**config.mk**
```make
export PLATFORM = sky130hd
export DESIGN_NAME = regfile_write_arbiter_flat
export DESIGN_NICKNAME = d
export VERILOG_FILES = /design/src/rtl/regfile_write_arbiter_if.sv /design/src/rtl/regfile_write_arbiter.sv /design/src/flat_wrapper.sv
export SDC_FILE = /design/constraint.sdc
export NUM_CORES = 1
export LEC_CHECK = 0
export CORE_MARGIN = 4
export CORE_UTILIZATION = 49
export DETAILED_ROUTE_END_ITERATION = 6
export PLACE_DENSITY = 0.91
export SYNTH_ARGS = -nofsm -noshare
export SYNTH_HDL_FRONTEND = slang
export SYNTH_SLANG_ARGS = --single-unit
```
**constraint.sdc**
```tcl
create_clock -name clk -period 3.55 [get_ports clk]
set_input_delay 0.71 -clock clk [delete_from_list [all_inputs] [get_ports clk]]
set_output_delay 0.71 -clock clk [all_outputs]
set_load 0.005 [all_outputs]
```
**src/rtl/regfile_write_arbiter_if.sv**
```systemverilog
// regfile_write_arbiter_if: CPU writeback request and register-file write port bundle
interface regfile_write_arbiter_if;
    logic        wb_en;
    logic [4:0]  wb_addr;
    logic [31:0] wb_data;
    logic        rf_we;
    logic [4:0]  rf_waddr;
    logic [31:0] rf_wdata;
    logic        stall_req;
    modport master (output wb_en, wb_addr, wb_data, input rf_we, rf_waddr, rf_wdata, stall_req);
    modport slave  (input wb_en, wb_addr, wb_data, output rf_we, rf_waddr, rf_wdata, stall_req);
endinterface

```
**src/rtl/regfile_write_arbiter.sv**
```systemverilog
// regfile_write_arbiter: debounced button flags share the register-file write port with CPU writeback
module regfile_write_arbiter #(
    parameter int DEBOUNCE_CYCLES = 4,
    parameter int STARVE_LIMIT    = 8
) (
    input  logic                   clk,
    input  logic                   reset,
    input  logic                   in_button,
    input  logic                   decision_button,
    input  logic                   out_button,
    regfile_write_arbiter_if.slave bus,
    output logic [2:0]             pending
);
    localparam logic [1:0] RELEASED    = 2'd0;
    localparam logic [1:0] PRESS_CHK   = 2'd1;
    localparam logic [1:0] PRESSED     = 2'd2;
    localparam logic [1:0] RELEASE_CHK = 2'd3;
    localparam int CW = $clog2(DEBOUNCE_CYCLES + 1);
    localparam int SW = $clog2(STARVE_LIMIT + 1);

    logic [2:0]    s1, s2, press, gnt;
    logic          wb_win, flag_win;
    logic [4:0]    faddr;
    logic [SW-1:0] starve;

    always_ff @(posedge clk)
        if (!reset) begin
            s1 <= '0;
            s2 <= '0;
        end else begin
            s1 <= {out_button, decision_button, in_button};
            s2 <= s1;
        end

    genvar i;
    for (i = 0; i < 3; i++) begin : g_db
        logic [1:0]    st;
        logic [CW-1:0] cnt;
        logic          done;
        assign done     = cnt >= CW'(DEBOUNCE_CYCLES - 1);
        assign press[i] = st == PRESS_CHK && s2[i] && done;
        always_ff @(posedge clk)
            if (!reset) begin
                st  <= RELEASED;
                cnt <= '0;
            end else
                case (st)
                    RELEASED:
                        if (s2[i]) begin
                            st  <= PRESS_CHK;
                            cnt <= CW'(1);
                        end
                    PRESS_CHK:
                        if (!s2[i] || done) begin
                            st  <= s2[i] ? PRESSED : RELEASED;
                            cnt <= '0;
                        end else
                            cnt <= cnt + CW'(1);
                    PRESSED:
                        if (!s2[i]) begin
                            st  <= RELEASE_CHK;
                            cnt <= CW'(1);
                        end
                    default:
                        if (s2[i] || done) begin
                            st  <= s2[i] ? PRESSED : RELEASED;
                            cnt <= '0;
                        end else
                            cnt <= cnt + CW'(1);
                endcase
    end

    // A zero-address writeback never wins, leaving the port free for a flag.
    assign wb_win   = !bus.stall_req && bus.wb_en && bus.wb_addr != 5'd0;
    assign flag_win = !wb_win && |pending;
    assign gnt      = flag_win ? (pending & (~pending + 3'd1)) : 3'b000;
    assign faddr    = pending[0] ? 5'd22 : pending[1] ? 5'd23 : 5'd21;

    always_ff @(posedge clk)
        if (!reset) begin
            pending       <= '0;
            bus.rf_we     <= 1'b0;
            bus.rf_waddr  <= '0;
            bus.rf_wdata  <= '0;
            bus.stall_req <= 1'b0;
            starve        <= '0;
        end else begin
            pending   <= (pending & ~gnt) | press;
            bus.rf_we <= wb_win | flag_win;
            if (wb_win) begin
                bus.rf_waddr <= bus.wb_addr;
                bus.rf_wdata <= bus.wb_data;
            end else if (flag_win) begin
                bus.rf_waddr <= faddr;
                bus.rf_wdata <= 32'h0000_0001;
            end
            starve        <= (wb_win && |pending) ? ((starve == SW'(STARVE_LIMIT)) ? starve : starve + SW'(1)) : '0;
            bus.stall_req <= wb_win && |pending && starve == SW'(STARVE_LIMIT - 1);
        end
endmodule

```
**src/flat_wrapper.sv**
```systemverilog
// flat-port wrapper written by rule: the top's interface ports become plain ports
module regfile_write_arbiter_flat 
#(
    parameter int DEBOUNCE_CYCLES = 4,
    parameter int STARVE_LIMIT    = 8
)
  (clk, reset, in_button, decision_button, out_button, pending, bus_wb_en, bus_wb_addr, bus_wb_data, bus_rf_we, bus_rf_waddr, bus_rf_wdata, bus_stall_req);
  regfile_write_arbiter_if bus_i ();
  input  logic clk;
  input  logic reset;
  input  logic in_button;
  input  logic decision_button;
  input  logic out_button;
  output logic [2:0] pending;
  input wire logic [$bits(bus_i.wb_en)-1:0] bus_wb_en;
  input wire logic [$bits(bus_i.wb_addr)-1:0] bus_wb_addr;
  input wire logic [$bits(bus_i.wb_data)-1:0] bus_wb_data;
  output wire logic [$bits(bus_i.rf_we)-1:0] bus_rf_we;
  output wire logic [$bits(bus_i.rf_waddr)-1:0] bus_rf_waddr;
  output wire logic [$bits(bus_i.rf_wdata)-1:0] bus_rf_wdata;
  output wire logic [$bits(bus_i.stall_req)-1:0] bus_stall_req;
  assign bus_i.wb_en = bus_wb_en;
  assign bus_i.wb_addr = bus_wb_addr;
  assign bus_i.wb_data = bus_wb_data;
  assign bus_rf_we = bus_i.rf_we;
  assign bus_rf_waddr = bus_i.rf_waddr;
  assign bus_rf_wdata = bus_i.rf_wdata;
  assign bus_stall_req = bus_i.stall_req;
  regfile_write_arbiter #(.DEBOUNCE_CYCLES(DEBOUNCE_CYCLES), .STARVE_LIMIT(STARVE_LIMIT)) u_core (.clk(clk), .reset(reset), .in_button(in_button), .decision_button(decision_button), .out_button(out_button), .bus(bus_i), .pending(pending));
endmodule
```
==> results of run 1 <==
-- layout by cell type (no fill, tap or decap), types with 5 or more instances in the layout --
master,Yosys,routed
a22o_1,32,32
a21oi_1,8,8
o21ai_0,6,6
clkinv_2,0,5
nand3_1,5,5
clkdlybuf4s50_1,0,84
inv_1,12,12
nand2_1,12,12
ha_1,12,12
nor3_1,10,10
and2_1,7,7
nor2_1,19,19
clkbuf_8,0,9
dfxtp_1,67,67
-- worst max-delay path, stage by stage --
cell	delay (ns)
clkdlybuf4s50_1	0.49
nor4_4	0.44
a21oi_2	0.22
nor3_4	0.46
buf_4	0.34
a22o_1	0.21
-- layer usage --
| metal | global-route usage | up-vias |
|---|---|---|
| met5 | 0 | - |
| met4 | 0.0980 | 0 |
| met3 | 0.0684 | 16 |
| met2 | 0.350 | 72 |
| met1 | 0.258 | 1062 |
| li1 | - | 1081 |
-- stage by stage --
step	cells	util
final	411	0.717
after global routing	411	0.717
after CTS	411	0.717
after detailed placement	395	0.685
after global placement	395	0.685
after floorplan	249	-
-- cell type report --
type / instances / area share
sequential: 67 / 0.366
multi-input combinational: 158 / 0.316
timing repair buffer: 88 / 0.238
clock buffer: 10 / 0.0349
tap: 70 / 0.0239
inverter: 12 / 0.0123
clock inverter: 6 / 0.00889
-- sequential cells by signal, summed over array words and instances (netlist names), named ones only --
name and count:
u_core.s2 3, u_core.s1 3, u_core.bus.rf_we 1, u_core.bus.rf_wdata 32
u_core.g_db.cnt 9, u_core.starve 4, u_core.bus.rf_waddr 5, u_core.bus.stall_req 1
u_core.pending 3, u_core.g_db.st 3
-- logic make-up after synthesis --
family | count (synthesis)
AND/OR/NAND/NOR | 66
flip-flops | 67
AO/OA/AOI/OAI | 69
multiplexers | 6
XOR/XNOR | 5
adder cells (fa/ha/maj) | 12
buffers and inverters | 24
-- power by group --
| part | switching (W) | leakage (nW) | internal, W |
|---|---|---|---|
| Clock | 0.000292 | 0.0856 | 0.000247 |
| Combinational | 0.0000718 | 0.826 | 0.000123 |
| Sequential | 0.0000254 | 0.549 | 0.000787 |
-- final timing paths --
check | start | to | slack, ns | cells past startpoint
max | bus_wb_addr[3] | u_core.bus.rf_wdata[14] | 0.97 | 6
min | u_core.s1[1] | u_core.s2[1] | 0.45 | 1
max reg2reg | u_core.pending[0] | u_core.bus.rf_wdata[14] | 1.63 | 4
min reg2reg | u_core.s1[1] | u_core.s2[1] | 0.45 | 1
==> metrics, run 1 <==
warnings from Yosys 0; Synth Area in XOR/XNOR 0.0169; full die area 0.00651 mm²; Synth Flop Type dfxtp_1; vias in the first global route 2161; post-DR vias/cell 5.43; Final Slew Violations 0; minimum clock period 2.58 ns; Crit Path Category in2reg; maxcap violations 0; dominant cell type by area after synthesis dfxtp_1; total design power 0.00155 W; Layout area overhead 41.3%; Max IR drop VDD 0.280 mV; Required @ worst endpoint 3.84 ns; Die Width 80.7 µm; Core Box Area 0.00511 mm²; antenna viol nets, final 0; Fillers 349; Post-synth top cells dfxtp_1, a22o_1, nor2_1; worst skew pair latency 0.35 ns; Crit. End Element register; Post-Layout Inst Area 0.00366 mm²; CTS tree built; largest net degree at the start of global routing 22; Nets 391; outcome finished clean; Multi-input gate area 0.00115 mm²; Post-Synth Simple-Gate Area 0.134; compound-cell area share of the yosys netlist 0.210; syn nets 304; Period Utilization, post-route 0.728; post_cts resized 0; ratio of cells with drive above 1 in the final layout 0.0733; EDFF count, synth 0; Worst Max-Slew Pin Slew 0.480 ns; most frequent cell after synthesis dfxtp_1; Die Y 80.7 µm; GPL Wtd Cong 0.794; vias 2231; DP HPWL 4830 µm; initial core utilization 0.507; Yosys top cell area share 0.518; PwrDens 422 mW/mm²; mux cell area share after synthesis 0.0242; Post-Route Setup TNS 0 ns; Final WS setup 0.967 ns; largest cells by area after synthesis dfxtp_1, a22o_1, ha_1; Clock Root Buffer clkbuf_8; top achievable clock speed 387 MHz; Metal-1 WL 2870 µm; final hold violation count 0; Syn Area/Cell 10.4 µm²; first-pass GRT wire length 10600 µm; Max Used Layer met4; hold buffer count at CTS 0; final setup vio count 0; Startpoint Class input pin; CTS sink cnt 67; number of distinct library cells after synthesis 43; Pre-Repair DR Iteration Count 4; Seq/Total Area, Yosys 0.518; port bufs 84; main combinational cell family by area after synthesis compound AO/OA/AOI/OAI gates; Total GRT Usage 0.215; CTS clock-pin slew for the worst setup and hold paths 0.08 ns; Max Root-Sink Buffers 2; Congestion Overflow GR 0; Post-synth ARST share 0; Leak 1.46 nW; Antenna diodes 0; WL final 6860 µm; Synth Area in Adders 0.0580; H-tree depth 3; Initial DRC Count 165; Register Area 0.00134 mm²; worst clock skew 0.0130 ns; RSZ-0062 raised after global routing false; I/O pins 85; wire length per cell 16.7 µm; DR WL met3 406 µm; Min Hold Slack 0.445 ns; Setup Slack @ Placement 0.696 ns; Syn Inst Count 249; dpl cell area 0.00350 mm²; max_slew headroom 0.680; Post-CTS Setup Inserts 0; worst hold path type reg2reg; CTS Buf Count 9; initial antenna violation count 0; Yosys reg bits 67; synthesized area 0.00259 mm²; FP Rows 26; worst-path fanout max 21; met2 WL 3420 µm; DRC 0; crit path DAT 2.87 ns
Note: power is estimated with default switching activity, not from simulation.
==> run 2: changes to the inputs <==
--- a/config.mk
+++ b/config.mk
@@ -6,9 +6,9 @@
 export NUM_CORES = 1
 export LEC_CHECK = 0
 export CORE_MARGIN = 4
-export CORE_UTILIZATION = 49
+export CORE_UTILIZATION = 41
 export DETAILED_ROUTE_END_ITERATION = 6
-export PLACE_DENSITY = 0.91
+export PLACE_DENSITY = 0.82
 export SYNTH_ARGS = -nofsm -noshare
 export SYNTH_HDL_FRONTEND = slang
 export SYNTH_SLANG_ARGS = --single-unit
==> constraint.sdc (replaced) <==
create_clock -name clk -period 2.3 [get_ports clk]
set_input_delay 0.46 -clock clk [delete_from_list [all_inputs] [get_ports clk]]
set_output_delay 0.46 -clock clk [all_outputs]
set_load 0.005 [all_outputs]
==> metrics, run 2 (synthesis results as in run 1) <==
met1 usage 0.200; dpl cell area 0.00353 mm²; Max Root-Sink Buffers 2; Crit. End Element register; CP top delay family compound AO/OA/AOI/OAI gates; Worst Path Buf+Inv 1; PwrDens 644 mW/mm²; wire length per cell 15.1 µm; GPL Wtd Cong 0.767; Initial DRC Count 57; Leak 1.47 nW; FP Rows 28; worst-path fanout max 9; crit path DAT 2.09 ns; Final Slew Violations 0; WL final 6310 µm; Post-Route Setup TNS 0 ns; CTS clock-pin slew for the worst setup and hold paths 0.07 ns; final setup vio count 0; Top reg by flops u_core.bus.rf_wdata; Setup Slack @ Placement 0.129 ns; Hold Path End u_core.s2[1]; final hold violation count 0; Core Box Area 0.00603 mm²; post-DR vias/cell 5.09; Crit Path Category in2reg; CTS Buf Count 9; Max IR drop VDD 0.361 mV; Total GRT Usage 0.168; CTS tree built; setup slack on the worst flop-to-flop path 0.59 ns; hold_sp u_core.s1[1]; Critical R2R Capture u_core.g_db[1].st[0]; CP peak stage delay 0.50 ns; Register Area 0.00134 mm²; Hold Crit Depth 1; CTS sink cnt 67; vias in the first global route 2101; Congestion Overflow GR 0; Nets 393; Multi-input gate area 0.00115 mm²; reg-to-reg startpoint u_core.g_db[1].cnt[0]; Crit. Startpoint bus_wb_addr[4]; Crit-path slowest cell a2111oi_0; Die Width 87.5 µm; Period Utilization, post-route 0.820; DP HPWL 4720 µm; post_cts resized 0; Fillers 495; ratio of cells with drive above 1 in the final layout 0.0789; first-pass GRT wire length 9870 µm; hold buffer count at CTS 0; minimum clock period 1.89 ns; Post-CTS Setup Inserts 0; DRC 0; Final WS setup 0.414 ns; Largest register FFs 32; r2r worst-path depth 6; outcome finished clean; Die Y 87.5 µm; Layout area overhead 42.9%; vias 2123; met2 Use GR 0.277; antenna viol nets, final 0; top achievable clock speed 530 MHz; worst hold path type reg2reg; worst clock skew 0.0114 ns; top flop regs u_core.bus.rf_wdata (32), u_core.g_db.cnt (9), u_core.bus.rf_waddr (5); maxcap violations 0; H-tree depth 3; Clock Root Buffer clkbuf_8; initial core utilization 0.430; Post-Layout Inst Area 0.00370 mm²; largest net degree at the start of global routing 33; port bufs 84; max_slew headroom 0.683; Worst Max-Slew Pin Slew 0.463 ns; RSZ-0062 raised after global routing false; full die area 0.00765 mm²; I/O pins 85; most frequent cells in the layout clkdlybuf4s50_1, dfxtp_1, a22o_1, nor2_1; initial antenna violation count 0; CP cell instances clkdlybuf4s50_1 > nor4_4 > a21oi_2 > a2111oi_0 > nor3_1; met3 Usage GRT 0.0454; GR peak layer met2; Antenna diodes 0; worst skew pair latency 0.34 ns; Required @ worst endpoint 2.50 ns; Startpoint Class input pin; Pre-Repair DR Iteration Count 4; commonest non-fill, non-tap cell in the layout clkdlybuf4s50_1
-- run 2: cell types whose count changed in the layout (fill, tap and decap cells not counted) --
cell	delta
buf_4	+1
clkbuf_8	+1
clkinvlp_4	+1
clkbuf_1	-1
clkinv_2	-2
buf_12	+1
-- run 2: worst reg2reg max path, stage by stage (launching register included) --
cell	delay, ns
dfxtp_1	0.36
ha_1	0.22
ha_1	0.20
a211o_1	0.35
o21a_1	0.19
a21oi_1	0.14
mux2i_1	0.18
-- run 2: final cells by class --
| cell class | instances | area share |
|---|---|---|
| multi-input combinational | 158 | 0.312 |
| inverter | 12 | 0.0122 |
| clock buffer | 10 | 0.0372 |
| sequential | 67 | 0.362 |
| timing repair buffer | 90 | 0.243 |
| clock inverter | 5 | 0.00811 |
| tap | 75 | 0.0254 |
-- run 2: metal layers --
layer / wire [µm] / vias to the layer above
met5: 0 / -
met4: 111 / 0
li1: - / 1082
met1: 2630 / 985
met2: 3240 / 47
met3: 332 / 9
-- run 2: worst max-delay path by stage --
| stage | to | slack [ns] | cells after the start |
|---|---|---|---|
| finish | u_core.bus.rf_waddr[1] | 0.41 | 5 |
| global placement | u_core.bus.rf_wdata[1] | 0.19 | 6 |
| CTS | u_core.bus.rf_waddr[1] | 0.43 | 5 |
| floorplan | u_core.g_db[1].st[0] | 0.70 | 6 |
| global route | u_core.bus.rf_waddr[1] | 0.38 | 5 |
| detailed placement | u_core.bus.rf_wdata[8] | 0.13 | 6 |
-- run 2: where the power goes --
part	internal [W]	switching, W	leakage, nW
Sequential	0.00121	0.0000370	0.549
Combinational	0.000194	0.000109	0.840
Clock	0.000408	0.000422	0.0839
Total	0.00182	0.000568	1.47
-- run 2: metrics by stage --
stage	std cells	hold WS (ns)	util	total power [W]
detailed placement	402	0.418	0.586	0.00158
floorplan	249	0.412	-	0.00139
global placement	402	0.415	0.586	0.00157
global route	417	0.455	0.614	0.00249
finish	417	0.434	0.614	0.00238
CTS	417	0.436	0.614	0.00240
==> run 3: changes to the inputs <==
--- a/config.mk
+++ b/config.mk
@@ -6,9 +6,9 @@
 export NUM_CORES = 1
 export LEC_CHECK = 0
 export CORE_MARGIN = 4
-export CORE_UTILIZATION = 41
+export CORE_UTILIZATION = 45
 export DETAILED_ROUTE_END_ITERATION = 6
-export PLACE_DENSITY = 0.82
+export PLACE_DENSITY = 0.85
 export SYNTH_ARGS = -nofsm -noshare
 export SYNTH_HDL_FRONTEND = slang
 export SYNTH_SLANG_ARGS = --single-unit
==> constraint.sdc (replaced) <==
create_clock -name clk -period 1.8 [get_ports clk]
set_input_delay 0.36 -clock clk [delete_from_list [all_inputs] [get_ports clk]]
set_output_delay 0.36 -clock clk [all_outputs]
set_load 0.005 [all_outputs]
==> metrics, run 3 (synthesis results as in run 1) <==
outcome finished clean; Critical R2R Capture u_core.g_db[1].st[0]; Largest register FFs 32; DP HPWL 4750 µm; RSZ-0062 raised after global routing false; Period Utilization, post-route 0.936; Total GRT Usage 0.190; vias 2260; Required @ worst endpoint 1.44 ns; Die Y 83.9 µm; FP Rows 27; Register Area 0.00134 mm²; antenna viol nets, final 0; CTS Buf Count 9; Crit. Startpoint u_core.pending[0]; vias in the first global route 2174; worst skew pair latency 0.34 ns; worst setup path endpoint pending[0]; Leak 1.53 nW; full die area 0.00703 mm²; final hold violation count 0; WL final 6510 µm; PwrDens 847 mW/mm²; wire length per cell 15.4 µm; Post-CTS Setup Inserts 0; ratio of cells with drive above 1 in the final layout 0.103; crit path DAT 1.33 ns; most frequent cells in the layout clkdlybuf4s50_1, dfxtp_1, a22o_1, nor2_1; worst hold path type reg2reg; Crit. End Element output port; Initial DRC Count 121; CP top delay family buffers and inverters; Layout area overhead 46.5%; largest net degree at the start of global routing 33; Top reg by flops u_core.bus.rf_wdata; final setup vio count 0; I/O pins 85; Crit. path cell count 1; Worst Max-Slew Pin Slew 0.436 ns; CTS tree built; Max Root-Sink Buffers 2; Fillers 430; post_cts resized 0; CP cell instances clkdlybuf4s50_1; Crit Path Category reg2out; reg-to-reg startpoint u_core.g_db[1].cnt[1]; minimum clock period 1.69 ns; CP peak stage delay 0.55 ns; worst-path fanout max 7; post-DR vias/cell 5.34; Congestion Overflow GR 0; CTS clock-pin slew for the worst setup and hold paths 0.07 ns; H-tree depth 3; Multi-input gate area 0.00115 mm²; Antenna diodes 0; Final Slew Violations 0; setup slack on the worst flop-to-flop path 0.13 ns; DRC 0; Startpoint Class register; Die Width 83.9 µm; initial antenna violation count 0; Max IR drop VDD 0.628 mV; hold buffer count at CTS 0; maxcap violations 0; Final Util 0.685; r2r worst-path depth 6; Crit-path slowest cell clkdlybuf4s50_1; top flop regs u_core.bus.rf_wdata (32), u_core.g_db.cnt (9), u_core.bus.rf_waddr (5); port bufs 84; first-pass GRT wire length 10600 µm; top achievable clock speed 593 MHz; CTS sink cnt 67; Nets 401; GPL Wtd Cong 0.805; Pre-Repair DR Iteration Count 4; initial core utilization 0.467; max_slew headroom 0.702; Core Box Area 0.00554 mm²; worst clock skew 0.00653 ns; Worst Path Buf+Inv 1; commonest non-fill, non-tap cell in the layout clkdlybuf4s50_1; Clock Root Buffer clkbuf_8; Min Hold Slack 0.438 ns
-- run 3: worst min-delay path by stage --
stage,from,end,cells after the start
6_report,u_core.s1[0],u_core.s2[0],1
4_1_cts,u_core.s1[1],u_core.s2[1],1
3_3_place_gp,u_core.s1[2],u_core.s2[2],1
3_5_place_dp,u_core.s1[1],u_core.s2[1],1
5_1_grt,u_core.s1[0],u_core.s2[0],1
2_1_floorplan,u_core.s1[0],u_core.s2[0],1
-- run 3: metrics by stage --
stage	area [µm²]	setup TNS, ns	std cells	total power [W]	setup slack, ns
global placement	3600	-4.98	407	0.00203	-0.153
finish	3790	0	423	0.00322	0.115
floorplan	2590	0	249	0.00177	0.203
CTS	3790	0	423	0.00324	0.100
global route	3790	0	423	0.00336	0.00243
detailed placement	3600	-6.57	407	0.00204	-0.203
-- run 3: area by class of cell --
class	count	share of cell area
flip-flops and latches	67	0.353
well taps	72	0.0237
multi-input cells	158	0.304
clock inverters	7	0.0181
clock buffers	9	0.0326
repair buffers	98	0.256
inverters	12	0.0119
-- run 3: metal layers --
metal | up-vias | part of all wire | track usage
met3 | 13 | 0.050 | 0.0474
met4 | 0 | 0.025 | 0.0906
met1 | 1072 | 0.43 | 0.228
met5 | - | 0 | 0
li1 | 1107 | - | -
met2 | 68 | 0.50 | 0.316
-- run 3: report_power, final --
| group | internal, W | switching [W] |
|---|---|---|
| sequential | 0.00155 | 0.0000449 |
| combinational | 0.000264 | 0.000148 |
| clock | 0.000633 | 0.000575 |
| total | 0.00245 | 0.000767 |
